### src/rtl/ex34_sweep_ctrl.sv
// ex34_sweep_ctrl
// Sequencer that sweeps every input vector of the 4-input / 7-output
// example_3_4 combinational block. Each vector is held for SETTLE cycles,
// then the response is folded into a 16-bit MISR. When the sweep ends, the
// signature is compared against GOLDEN.
//
// Ports:
//   clk        rising-edge clock
//   rst_n      asynchronous active-low reset
//   start      one-cycle sweep request, honoured only in IDLE
//   abort      terminate a running sweep, return to IDLE on the next edge
//   vec_o      vector driven to the datapath, {A,B,C,D}
//   vec_valid  vec_o is part of a running sweep
//   resp_i     datapath response {E,F,G}
//   busy       high while settling or sampling
//   done       one-cycle pulse on normal completion
//   pass       signature == GOLDEN, valid from done until start/abort/reset
//   signature  current MISR value
module ex34_sweep_ctrl #(
  parameter int unsigned VEC_W    = 4,
  parameter int unsigned RESP_W   = 7,
  parameter int unsigned SETTLE   = 2,
  parameter logic [15:0] SIG_SEED = 16'hFFFF,
  parameter logic [15:0] SIG_POLY = 16'h1021,
  parameter logic [15:0] GOLDEN   = 16'h0000
) (
  input  logic              clk,
  input  logic              rst_n,
  input  logic              start,
  input  logic              abort,
  output logic [VEC_W-1:0]  vec_o,
  output logic              vec_valid,
  input  logic [RESP_W-1:0] resp_i,
  output logic              busy,
  output logic              done,
  output logic              pass,
  output logic [15:0]       signature
);

  localparam int unsigned    NUM_VEC  = 2 ** VEC_W;
  localparam logic [VEC_W-1:0] LAST_VEC = VEC_W'(NUM_VEC - 1);
  localparam logic [VEC_W-1:0] VEC_ONE  = VEC_W'(1);
  localparam logic [VEC_W-1:0] VEC_ZERO = VEC_W'(0);
  localparam logic [7:0]     CNT_LOAD = 8'(SETTLE - 1);

  typedef enum logic [1:0] {
    ST_IDLE   = 2'd0,
    ST_SETTLE = 2'd1,
    ST_SAMPLE = 2'd2,
    ST_DONE   = 2'd3
  } state_t;

  // One MISR shift: left shift with polynomial feedback, response XORed in
  // zero-extended to the signature width.
  function automatic logic [15:0] misr_step(input logic [15:0] sig,
                                            input logic [RESP_W-1:0] resp);
    logic [15:0] fb;
    fb = sig[15] ? SIG_POLY : 16'h0000;
    return {sig[14:0], 1'b0} ^ fb ^ 16'(resp);
  endfunction

  state_t           state_q, state_d;
  logic [VEC_W-1:0] vec_q, vec_d;
  logic [7:0]       cnt_q, cnt_d;
  logic [15:0]      sig_q, sig_d;
  logic             pass_q, pass_d;
  logic             valid_q, valid_d;
  logic             busy_q, busy_d;
  logic             done_q, done_d;
  logic [15:0]      sig_next_s;

  assign sig_next_s = misr_step(sig_q, resp_i);

  // Next-state and next-output computation for the sweep sequencer.
  always_comb begin
    state_d = state_q;
    vec_d   = vec_q;
    cnt_d   = cnt_q;
    sig_d   = sig_q;
    pass_d  = pass_q;
    case (state_q)
      ST_IDLE: begin
        // abort beats a simultaneous start; nothing changes in that case
        if (start && !abort) begin
          state_d = ST_SETTLE;
          vec_d   = VEC_ZERO;
          sig_d   = SIG_SEED;
          pass_d  = 1'b0;
          cnt_d   = CNT_LOAD;
        end else begin
          state_d = ST_IDLE;
        end
      end
      ST_SETTLE: begin
        if (abort) begin
          state_d = ST_IDLE;
          vec_d   = VEC_ZERO;
          pass_d  = 1'b0;
        end else if (cnt_q == 8'd0) begin
          state_d = ST_SAMPLE;
        end else begin
          cnt_d = cnt_q - 8'd1;
        end
      end
      ST_SAMPLE: begin
        // an aborted sample leaves the signature untouched
        if (abort) begin
          state_d = ST_IDLE;
          vec_d   = VEC_ZERO;
          pass_d  = 1'b0;
        end else if (vec_q == LAST_VEC) begin
          sig_d   = sig_next_s;
          state_d = ST_DONE;
          // registered here so pass is already valid while done is high
          pass_d  = (sig_next_s == GOLDEN);
        end else begin
          sig_d   = sig_next_s;
          vec_d   = vec_q + VEC_ONE;
          cnt_d   = CNT_LOAD;
          state_d = ST_SETTLE;
        end
      end
      ST_DONE: begin
        state_d = ST_IDLE;
        vec_d   = VEC_ZERO;
        if (abort) begin
          pass_d = 1'b0;
        end else begin
          pass_d = pass_q;
        end
      end
      default: begin
        state_d = ST_IDLE;
        vec_d   = VEC_ZERO;
        pass_d  = 1'b0;
      end
    endcase
    // status flags are decoded from the next state so they come out of flops
    valid_d = (state_d == ST_SETTLE) || (state_d == ST_SAMPLE);
    busy_d  = valid_d;
    done_d  = (state_d == ST_DONE);
  end

  // State and output registers.
  always_ff @(posedge clk or negedge rst_n) begin
    if (!rst_n) begin
      state_q <= ST_IDLE;
      vec_q   <= VEC_ZERO;
      cnt_q   <= 8'd0;
      sig_q   <= SIG_SEED;
      pass_q  <= 1'b0;
      valid_q <= 1'b0;
      busy_q  <= 1'b0;
      done_q  <= 1'b0;
    end else begin
      state_q <= state_d;
      vec_q   <= vec_d;
      cnt_q   <= cnt_d;
      sig_q   <= sig_d;
      pass_q  <= pass_d;
      valid_q <= valid_d;
      busy_q  <= busy_d;
      done_q  <= done_d;
    end
  end

  assign vec_o     = vec_q;
  assign vec_valid = valid_q;
  assign busy      = busy_q;
  assign done      = done_q;
  assign pass      = pass_q;
  assign signature = sig_q;

endmodule

### config.mk
export PLATFORM = sky130hd
export DESIGN_NAME = ex34_sweep_ctrl
export DESIGN_NICKNAME = d
export VERILOG_FILES = /design/src/rtl/ex34_sweep_ctrl.sv
export SDC_FILE = /design/constraint.sdc
export NUM_CORES = 1
export LEC_CHECK = 0
export ABC_AREA = 0
export CAP_MARGIN = 25
export CORE_AREA = 3 3 85 87
export DETAILED_ROUTE_END_ITERATION = 6
export DIE_AREA = 0 0 88 90
export GPL_TIMING_DRIVEN = 0
export PLACE_DENSITY = 0.56
export RECOVER_POWER = 25
export REMOVE_ABC_BUFFERS = 1
export SLEW_MARGIN = 20
export SYNTH_ARGS = -nofsm -noshare
export SYNTH_HDL_FRONTEND = slang
export SYNTH_SLANG_ARGS = --single-unit
### constraint.sdc
create_clock -name clk -period 3.45 [get_ports clk]
set_input_delay 0.345 -clock clk [delete_from_list [all_inputs] [get_ports clk]]
set_output_delay 0.345 -clock clk [all_outputs]
set_load 0.05 [all_outputs]
Word level (Yosys, flattened, before mapping)
Cells that the tools add are included.
Word-level totals
  flip-flop bits (word level): 33
  input bits: 11
  output and inout port bits: 24
  logic and storage cells: 66
Operators by class
  add/sub/neg operators: 2
  eq/ne operators: 16
  muxes and demuxes: 26
  bitwise operators: 2
  reductions and logical operators: 13
Operators with widths (count)
  2-to-1 mux 8 bit: 5
  2-to-1 mux 16 bit: 2
  case mux 16 bit (2 select lines): 1
  case mux 8 bit (3 select lines): 1
  zero test 16 bit: 1
  2-to-1 mux 4 bit: 4
  case mux 4 bit (4 select lines): 1
  XOR 16 x 13 -> 16 bit: 1
  XOR 16 x 7 -> 16 bit: 1
  2-to-1 mux 13 bit: 1
  inequality test 2 bit (second input constant): 6
  AND reduction 3 bit: 3
  equality test 2 bit (second input constant): 4
  zero test 8 bit: 1
  2-to-1 mux 2 bit: 4
  case mux 2 bit (4 select lines): 1
  subtractor 8 x 1 -> 8 bit (second input constant): 1
  inequality test 3 bit (second input constant): 2
  AND reduction 6 bit: 1
  2-to-1 mux 1 bit: 5
  adder 4 x 1 -> 4 bit (second input constant): 1
  equality test 2 x 1 -> 1 bit (second input constant): 2
  equality test 4 bit (second input constant): 1
  case mux 1 bit (3 select lines): 1
  other kinds (8): 8

Depth between registers and ports, before layout
Gate-level depths: netlist (run 1).
  depth after elaboration: 7
  depth in mapped cells: 7

Worst setup path after synthesis (run 1)
Ideal clock, no wire load.
  path type: register -> register
  start point: register vec_q[0], in the netlist vec_o[0]
  end point: register busy_q, in the netlist busy
  setup time: 126 ps
  arrival: 1816 ps
  slack: 1508 ps
  cell stages (with the launch flop): 7
  buffers on the path: 0
  cell sequence: dfrtp_1 ha_1 nand3_1 nor2_1 a31oi_1 nor2_1 ha_1
On the way
  word-level cells in the longest chain between the ends: 6
Ends and longest elaborated chain
  start, declared: RTL line 63  | logic [VEC_W-1:0] vec_q, vec_d;
  start signal, assigned: RTL line 157  | vec_q <= vec_d;
  equality test 4 bit *: RTL line 111  | end else if (vec_q == LAST_VEC) begin
  2-to-1 mux 2 bit *: RTL line 111
  2-to-1 mux 2 bit *: RTL line 107  | if (abort) begin
  case mux 2 bit (4 select lines) *: RTL line 81  | case (state_q)
  via state_d[1]: RTL line 62  | state_t state_q, state_d;
  equality test 2 x 1 -> 1 bit / equality test 2 bit (equally long branches): RTL line 139  | valid_d = (state_d == ST_SETTLE) || (state_d == ST_SAMPLE);
  logical OR 1 bit *: RTL line 139
  via busy_d: RTL line 68  | logic busy_q, busy_d;
  end signal, assigned: RTL line 162  | busy_q <= busy_d;
  end, declared: RTL line 68
Mark *: on every way through the listed nets, which the timed path passes. The rest lies on a longest branch.
A chain may end at the register's enable or synchronous reset.

==> metrics, run 1 <==
most common library cell in the layout ignoring fill and taps sky130_fd_sc_hd__clkdlybuf4s50_1; hold violation count in the final report 0; hold buffer count at cts 1; number of levels the H-tree was split into 2; clock sinks 33; DR DRC count 0; Gate Count Post-Synth 155; count of buffering cells on the critical path with inverters included 3; # setup viols final 0; TritonCTS clock tree yes; Wirelength per Cell between 10 and 15 um; Setup TNS 0 ns; setup repair after global routing missed its margin no; per-cell via count in the routed design just under 5; Most Frequent Cell on Critical Path sky130_fd_sc_hd__clkbuf_1; post-synthesis register bit count 33; Setup Crit Path Kind in2async; Horiz. Die Dim 88 um; layout cells sized above 1 0.172; family with the most delay on the worst path buffers and inverters; number of placed I/O pins 35; number of distinct library cells after synthesis 40; maximum clock frequency 0.476 GHz; row cnt 29; time the worst path needs with I/O delays and setup about 2.1 ns; clock transition at the register clock pins on the worst setup and hold paths after CTS 0.07 ns; count of inserted antenna diode cells 0; effective utilization at floorplan 0.259; post-detailed-routing wire length roughly 3700 um; number of buffer cells added on primary ports 34; mean cell area of the mapped netlist 10.8 um^2; antenna violations before repair 0; Power Dens Cells 697 nW/um^2; number of setup buffers added after CTS 0; Antenna Violating Nets Remaining 0; proportion of netlist area held by the largest area contributor 0.255; status completed; CP max stage cell sky130_fd_sc_hd__clkbuf_1; commonest cells after routing, fill and taps aside 33 x sky130_fd_sc_hd__clkdlybuf4s50_1, 17 x sky130_fd_sc_hd__nor2_1, 17 x sky130_fd_sc_hd__dfrtp_1; pre-CTS setup slack approximately 1.3 ns; reg2reg setup slack 1.54 ns; Worst Tran Pin Value 1.18 ns; required time of the critical path 3.67 ns; Synth warnings 0; source-to-sink clock delay at the later pin of the worst-skew pair 0.28 ns; number of clock buffers inserted by TritonCTS 5; worst hold path type reg2reg; first-pass GRT wire length ~6400 um; count of max-cap constraint violations 0; final slew viol count 0; Leak 0.000870 uW; worst relative slew slack 0.210; part of the cycle the worst path needs 0.609; weighted congestion at the end of routability-driven global placement 0.736; area growth from synthesis to layout 31.2%; DPL Wire Length around 2700 um; Worst setup SP type input pin; via count of the first global-routing pass 1322; count of cells resized by post-cts repair 0; overall die area 7920 um^2; final setup skew 0.00340 ns; clk root buf sky130_fd_sc_hd__clkbuf_8; CP cell instances dlygate4sd3_1 -> clkbuf_1 -> clkbuf_1; critical-path maximum fanout 22; post-layout net count 205; highest ir drop seen on vdd 0.194 mV; cell taking the most area after synthesis sky130_fd_sc_hd__dfrtp_1; crit end category asynchronous set/reset pin; Floorplan Core Area 6420 um^2; via count of the routed design 1304; Remaining Overflow, GRT 0; global-route usage over all layers 0.102; die height 90 um; Async S/R FF share, synth 1.00; share of the core filled with cells in the final layout 0.341; pin count of the biggest net entering global routing 23; Max Buffers Root-to-Sink 2; maximum cell stage delay along the critical path 0.94 ns; Arr. time, crit path around 2.3 ns; Final WS setup 1.35 ns; sequential area share after synthesis 0.508; DR iter-0 viols a little over 40; mapped cell area 1670 um^2; top flip-flop cell by instance count after synthesis sky130_fd_sc_hd__dfrtp_1; largest cells by area after synthesis sky130_fd_sc_hd__dfrtp_1 26%, sky130_fd_sc_hd__dfstp_2 25%, sky130_fd_sc_hd__o22a_1 6.3%, sky130_fd_sc_hd__nor2_1 3.8%, sky130_fd_sc_hd__mux2i_1 3.6%; count of flip-flops with a built-in enable after synthesis 0; router iterations before antenna repair 4
==> cell type report <==
| class | instances | area, um^2 |
|---|---|---|
| clock buffer | 7 | 119 |
| timing repair buffer | 36 | 348 |
| sequential | 33 | 846 |
| tap | 77 | 96.3 |
| clock inverter | 1 | 5.00 |
| inverter | 7 | 26.3 |
| fill | 653 | 4240 |
| multi-input combinational | 108 | 747 |
==> cells in the mapped netlist (3+ instances only) <==
library cell	count
sky130_fd_sc_hd__a21oi_1	10
sky130_fd_sc_hd__a31oi_1	4
sky130_fd_sc_hd__dfrtp_1	17
sky130_fd_sc_hd__dfstp_2	16
sky130_fd_sc_hd__ha_1	3
sky130_fd_sc_hd__inv_1	7
sky130_fd_sc_hd__mux2i_1	6
sky130_fd_sc_hd__nand2_1	5
sky130_fd_sc_hd__nor2_1	17
sky130_fd_sc_hd__nor3_1	8
sky130_fd_sc_hd__nor4_1	3
sky130_fd_sc_hd__o21ai_0	6
sky130_fd_sc_hd__o22a_1	12
sky130_fd_sc_hd__xnor2_1	3
sky130_fd_sc_hd__xor2_1	6
==> cells by family (layout without fill, tap and decap cells) <==
kind of cell	count (synthesis)	after routing	synth area share
AOI/OAI and AO/OA	38	38	0.165
buffers and inverters	14	51	0.0480
DFF	33	33	0.508
adders and majority gates	3	3	0.0225
and+or+nand+nor	52	52	0.173
muxes	6	6	0.0360
xor gates and xnor gates	9	9	0.0473
==> path summary, 6_finish.rpt <==
| check | from | endpoint | depth (start not counted) |
|---|---|---|---|
| min | cnt_q[6] | cnt_q[6] | 1 |
| max in group clk | signature[15] | signature[15] | 1 |
| min reg2reg | cnt_q[6] | cnt_q[6] | 1 |
| max | rst_n | cnt_q[2] | 3 |
| max reg2reg | vec_o[0] | busy | 6 |
| min in group asynchronous | rst_n | done | 2 |
==> flip-flops by register name (all words and copies together), names as in the netlist <==
signal,flops
state_q,2
busy,1
signature,16
pass,1
done,1
vec_o,4
cnt_q,8
==> report_power, final <==
group          switching [uW]  internal, uW
Sequential               94.9           483
Combinational             343           227
Clock                     147           229
==> worst register-to-register path: stages, from the launching register on <==
cell and delay (ns):
sky130_fd_sc_hd__dfrtp_1 0.40, sky130_fd_sc_hd__ha_1 0.23, sky130_fd_sc_hd__nand3_1 0.15, sky130_fd_sc_hd__nor2_1 0.52, sky130_fd_sc_hd__a31oi_1 0.08, sky130_fd_sc_hd__nor2_1 0.16, sky130_fd_sc_hd__ha_1 0.25
==> per-layer routing <==
layer	global-route usage	vias up	wire [um]	share of wire
li1	-	638	-	-
met1	0.136	634	1800	0.48
met2	0.151	26	1700	0.46
met3	0.0356	6	158	0.043
met4	0.0384	0	57	0.015
met5	0	-	0	0
==> stage by stage <==
step	total power, uW	hold WS [ns]	instance area [um^2]	cells
final	1520	0.481	2190	269
after detailed placement	1160	0.266	2080	260
after floorplan	985	0.0494	1610	148
after global placement	1150	0.472	2050	259
after CTS	1550	0.489	2210	269
after global routing	1620	0.519	2190	269
Note: power is estimated with default switching activity, not from simulation.
==> inputs of run 2 (changes only) <==
- PLACE_DENSITY: 0.56 -> 0.58
- clock period: 3.45 -> 1.9 ns (I/O delays scaled with it)
==> metrics, run 2 (synthesis gave the netlist of run 1 again) <==
required time of the critical path 1.71 ns (was 3.67 ns); overall die area 7920 um^2 (unchanged); DPL Wire Length 2660 um (was 2700 um); effective utilization at floorplan 0.259 (unchanged); DR iter-0 viols 37 (was 41); via count of the first global-routing pass 1275 (was 1322); DR DRC count 0 (unchanged); final setup skew 0.00411 ns (was 0.00340 ns); pin count of the biggest net entering global routing 26 (was 23); post-layout net count 207 (was 205); part of the cycle the worst path needs 0.970; area growth from synthesis to layout 30.6% (was 31.2%); CP max stage cell sky130_fd_sc_hd__clkdlybuf4s50_1 (was sky130_fd_sc_hd__clkbuf_1); P_int 1560 uW (was 938 uW); Setup TNS 0 ns (unchanged); CP Depth 1 (was 3); Power Dens Cells 1210 nW/um^2 (was 697 nW/um^2); sequential share of power 0.399 (was 0.379); antenna violations before repair 0 (unchanged); worst relative slew slack 0.492 (was 0.210); Antenna Violating Nets Remaining 0 (unchanged); Setup Crit Path Kind reg2out (was in2async); count of max-cap constraint violations 0 (unchanged); number of flip-flops in the largest register 16 (unchanged); number of buffer cells added on primary ports 34 (unchanged); R2R Path Start cnt_q[3] (was vec_o[0]); count of inserted antenna diode cells 0 (unchanged); Max Buffers Root-to-Sink 2 (unchanged); Wirelength per Cell 13.4 um (was 13.8 um); TritonCTS clock tree yes (unchanged); weighted congestion at the end of routability-driven global placement 0.747 (was 0.736); reg2reg setup slack 0.06 ns (was 1.54 ns); most common library cell in the layout ignoring fill and taps sky130_fd_sc_hd__clkdlybuf4s50_1 (unchanged); Worst setup SP type flop (was input pin); crit end category output port (was asynchronous set/reset pin); number of clock buffers inserted by TritonCTS 5 (unchanged); layout cells sized above 1 0.196 (was 0.172); time the worst path needs with I/O delays and setup 1.84 ns; die height 90 um (unchanged); r2r worst-path depth 5 (was 6); critical-path maximum fanout 4 (was 22); hold violation count in the final report 0 (unchanged); count of buffering cells on the critical path with inverters included 1 (was 3); maximum cell stage delay along the critical path 0.81 ns (was 0.94 ns); clock transition at the register clock pins on the worst setup and hold paths after CTS 0.07 ns (about the same); switching component of the power 1070 uW (was 585 uW); # setup viols final 0 (unchanged); FF-to-FF End busy (unchanged); source-to-sink clock delay at the later pin of the worst-skew pair 0.29 ns (was 0.28 ns); final slew viol count 0 (unchanged); via count of the routed design 1296 (was 1304); status completed (unchanged); number of levels the H-tree was split into 2 (unchanged); worst hold path type in2async (was reg2reg); Seq. cell area 846 um^2 (unchanged); Horiz. Die Dim 88 um (unchanged); Leak 0.000861 uW (was 0.000870 uW); switch share 0.408 (was 0.384); post-detailed-routing wire length 3630 um (was 3720 um); combinational cell fraction of total power 0.403 (was 0.374); CP cell instances clkdlybuf4s50_1 (was dlygate4sd3_1 -> clkbuf_1 -> clkbuf_1); row cnt 29 (unchanged); first-pass GRT wire length 6120 um (was 6400 um); router iterations before antenna repair 4 (unchanged); Worst Tran Pin Value 0.759 ns (was 1.18 ns); Remaining Overflow, GRT 0 (unchanged); Arr. time, crit path 1.65 ns (was 2.32 ns); family with the most delay on the worst path buffers and inverters (unchanged); # fillers 648 (was 653); global-route usage over all layers 0.0971 (was 0.102); Clk pwr share 0.198 (was 0.247); per-cell via count in the routed design 4.78 (was 4.85); clk root buf sky130_fd_sc_hd__clkbuf_8 (unchanged); number of placed I/O pins 35 (unchanged); highest ir drop seen on vdd 0.248 mV (was 0.194 mV); Floorplan Core Area 6420 um^2 (unchanged); area of combinational cells with multiple inputs 754 um^2 (was 747 um^2); share of the core filled with cells in the final layout 0.339 (was 0.341); clock sinks 33 (unchanged); commonest cells after routing, fill and taps aside 30 x sky130_fd_sc_hd__clkdlybuf4s50_1, 17 x sky130_fd_sc_hd__dfrtp_1, 16 x sky130_fd_sc_hd__nor2_1, 16 x sky130_fd_sc_hd__dfstp_2, 12 x sky130_fd_sc_hd__o22a_1 (was 33 x sky130_fd_sc_hd__clkdlybuf4s50_1, 17 x sky130_fd_sc_hd__nor2_1, 17 x sky130_fd_sc_hd__dfrtp_1); maximum clock frequency about 0.54 GHz
run 2: cell count changes in the layout (fill, tap and decap cells not counted), sizes merged:
cell,delta
clkinv,+1
clkbuf,-2
dlymetal6s2s,+2
clkdlybuf4s50,-3
clkinvlp,+1
buf,+2
dlygate4sd2,+1
run 2: power groups by stage:
stage                     registers, uW  clock network, uW  logic, uW
after floorplan                    1280                  0        505
after global placement             1060                  0       1030
after detailed placement           1060                  0       1040
after CTS                          1050                540       1050
after global routing               1080                568       1150
final                              1050                521       1060
run 2: cell type report:
type	count	area share
sequential	33	0.389
multi-input combinational	108	0.347
timing repair buffer	38	0.169
tap	77	0.0443
clock buffer	5	0.0316
inverter	7	0.0121
clock inverter	3	0.00805
run 2: metrics by stage:
step	cell area [um^2]	power, uW	std cells	worst slack, ns	hold slack [ns]
floorplan	1610	1790	148	-0.0422	-0.106
global placement	2050	2090	259	-0.424	0.473
detailed placement	2070	2100	260	-0.138	0.0690
CTS	2170	2640	269	0.0315	0.294
global route	2180	2800	271	-0.00669	0.407
finish	2180	2630	271	0.0566	0.363
run 2: timing repair:
item                                    in CTS  in global routing
hold buffers                                 1                  0
setup buffers                                0                  2
endpoints found under the hold margin        8                  0
gates resized for setup                      2                  3
endpoints found under the setup margin       2                  3
pin swaps                                    0                  2
run 2: worst max-delay path by stage:
stage | startpoint | to | slack, ns
floorplan | vec_o[0] | busy | -0.04
global placement | abort | cnt_q[4] | -0.42
detailed placement | abort | cnt_q[5] | -0.14
CTS | signature[13] | signature[13] | 0.03
global route | cnt_q[3] | busy | -0.007
finish | signature[6] | signature[6] | 0.06
run 2: metal layers:
metal / GRT usage / up-vias / share of wire
met3: 0.0347 / 5 / 0.048
met1: 0.133 / 628 / 0.49
met2: 0.142 / 26 / 0.45
li1: - / 637 / -
met5: 0 / - / 0
met4: 0.0307 / 0 / 0.012
==> inputs of run 3 (changes only) <==
- CAP_MARGIN: 25 -> 10
==> results of run 3 <==
The final DEF is identical to that of run 2; final timing and power are the same.
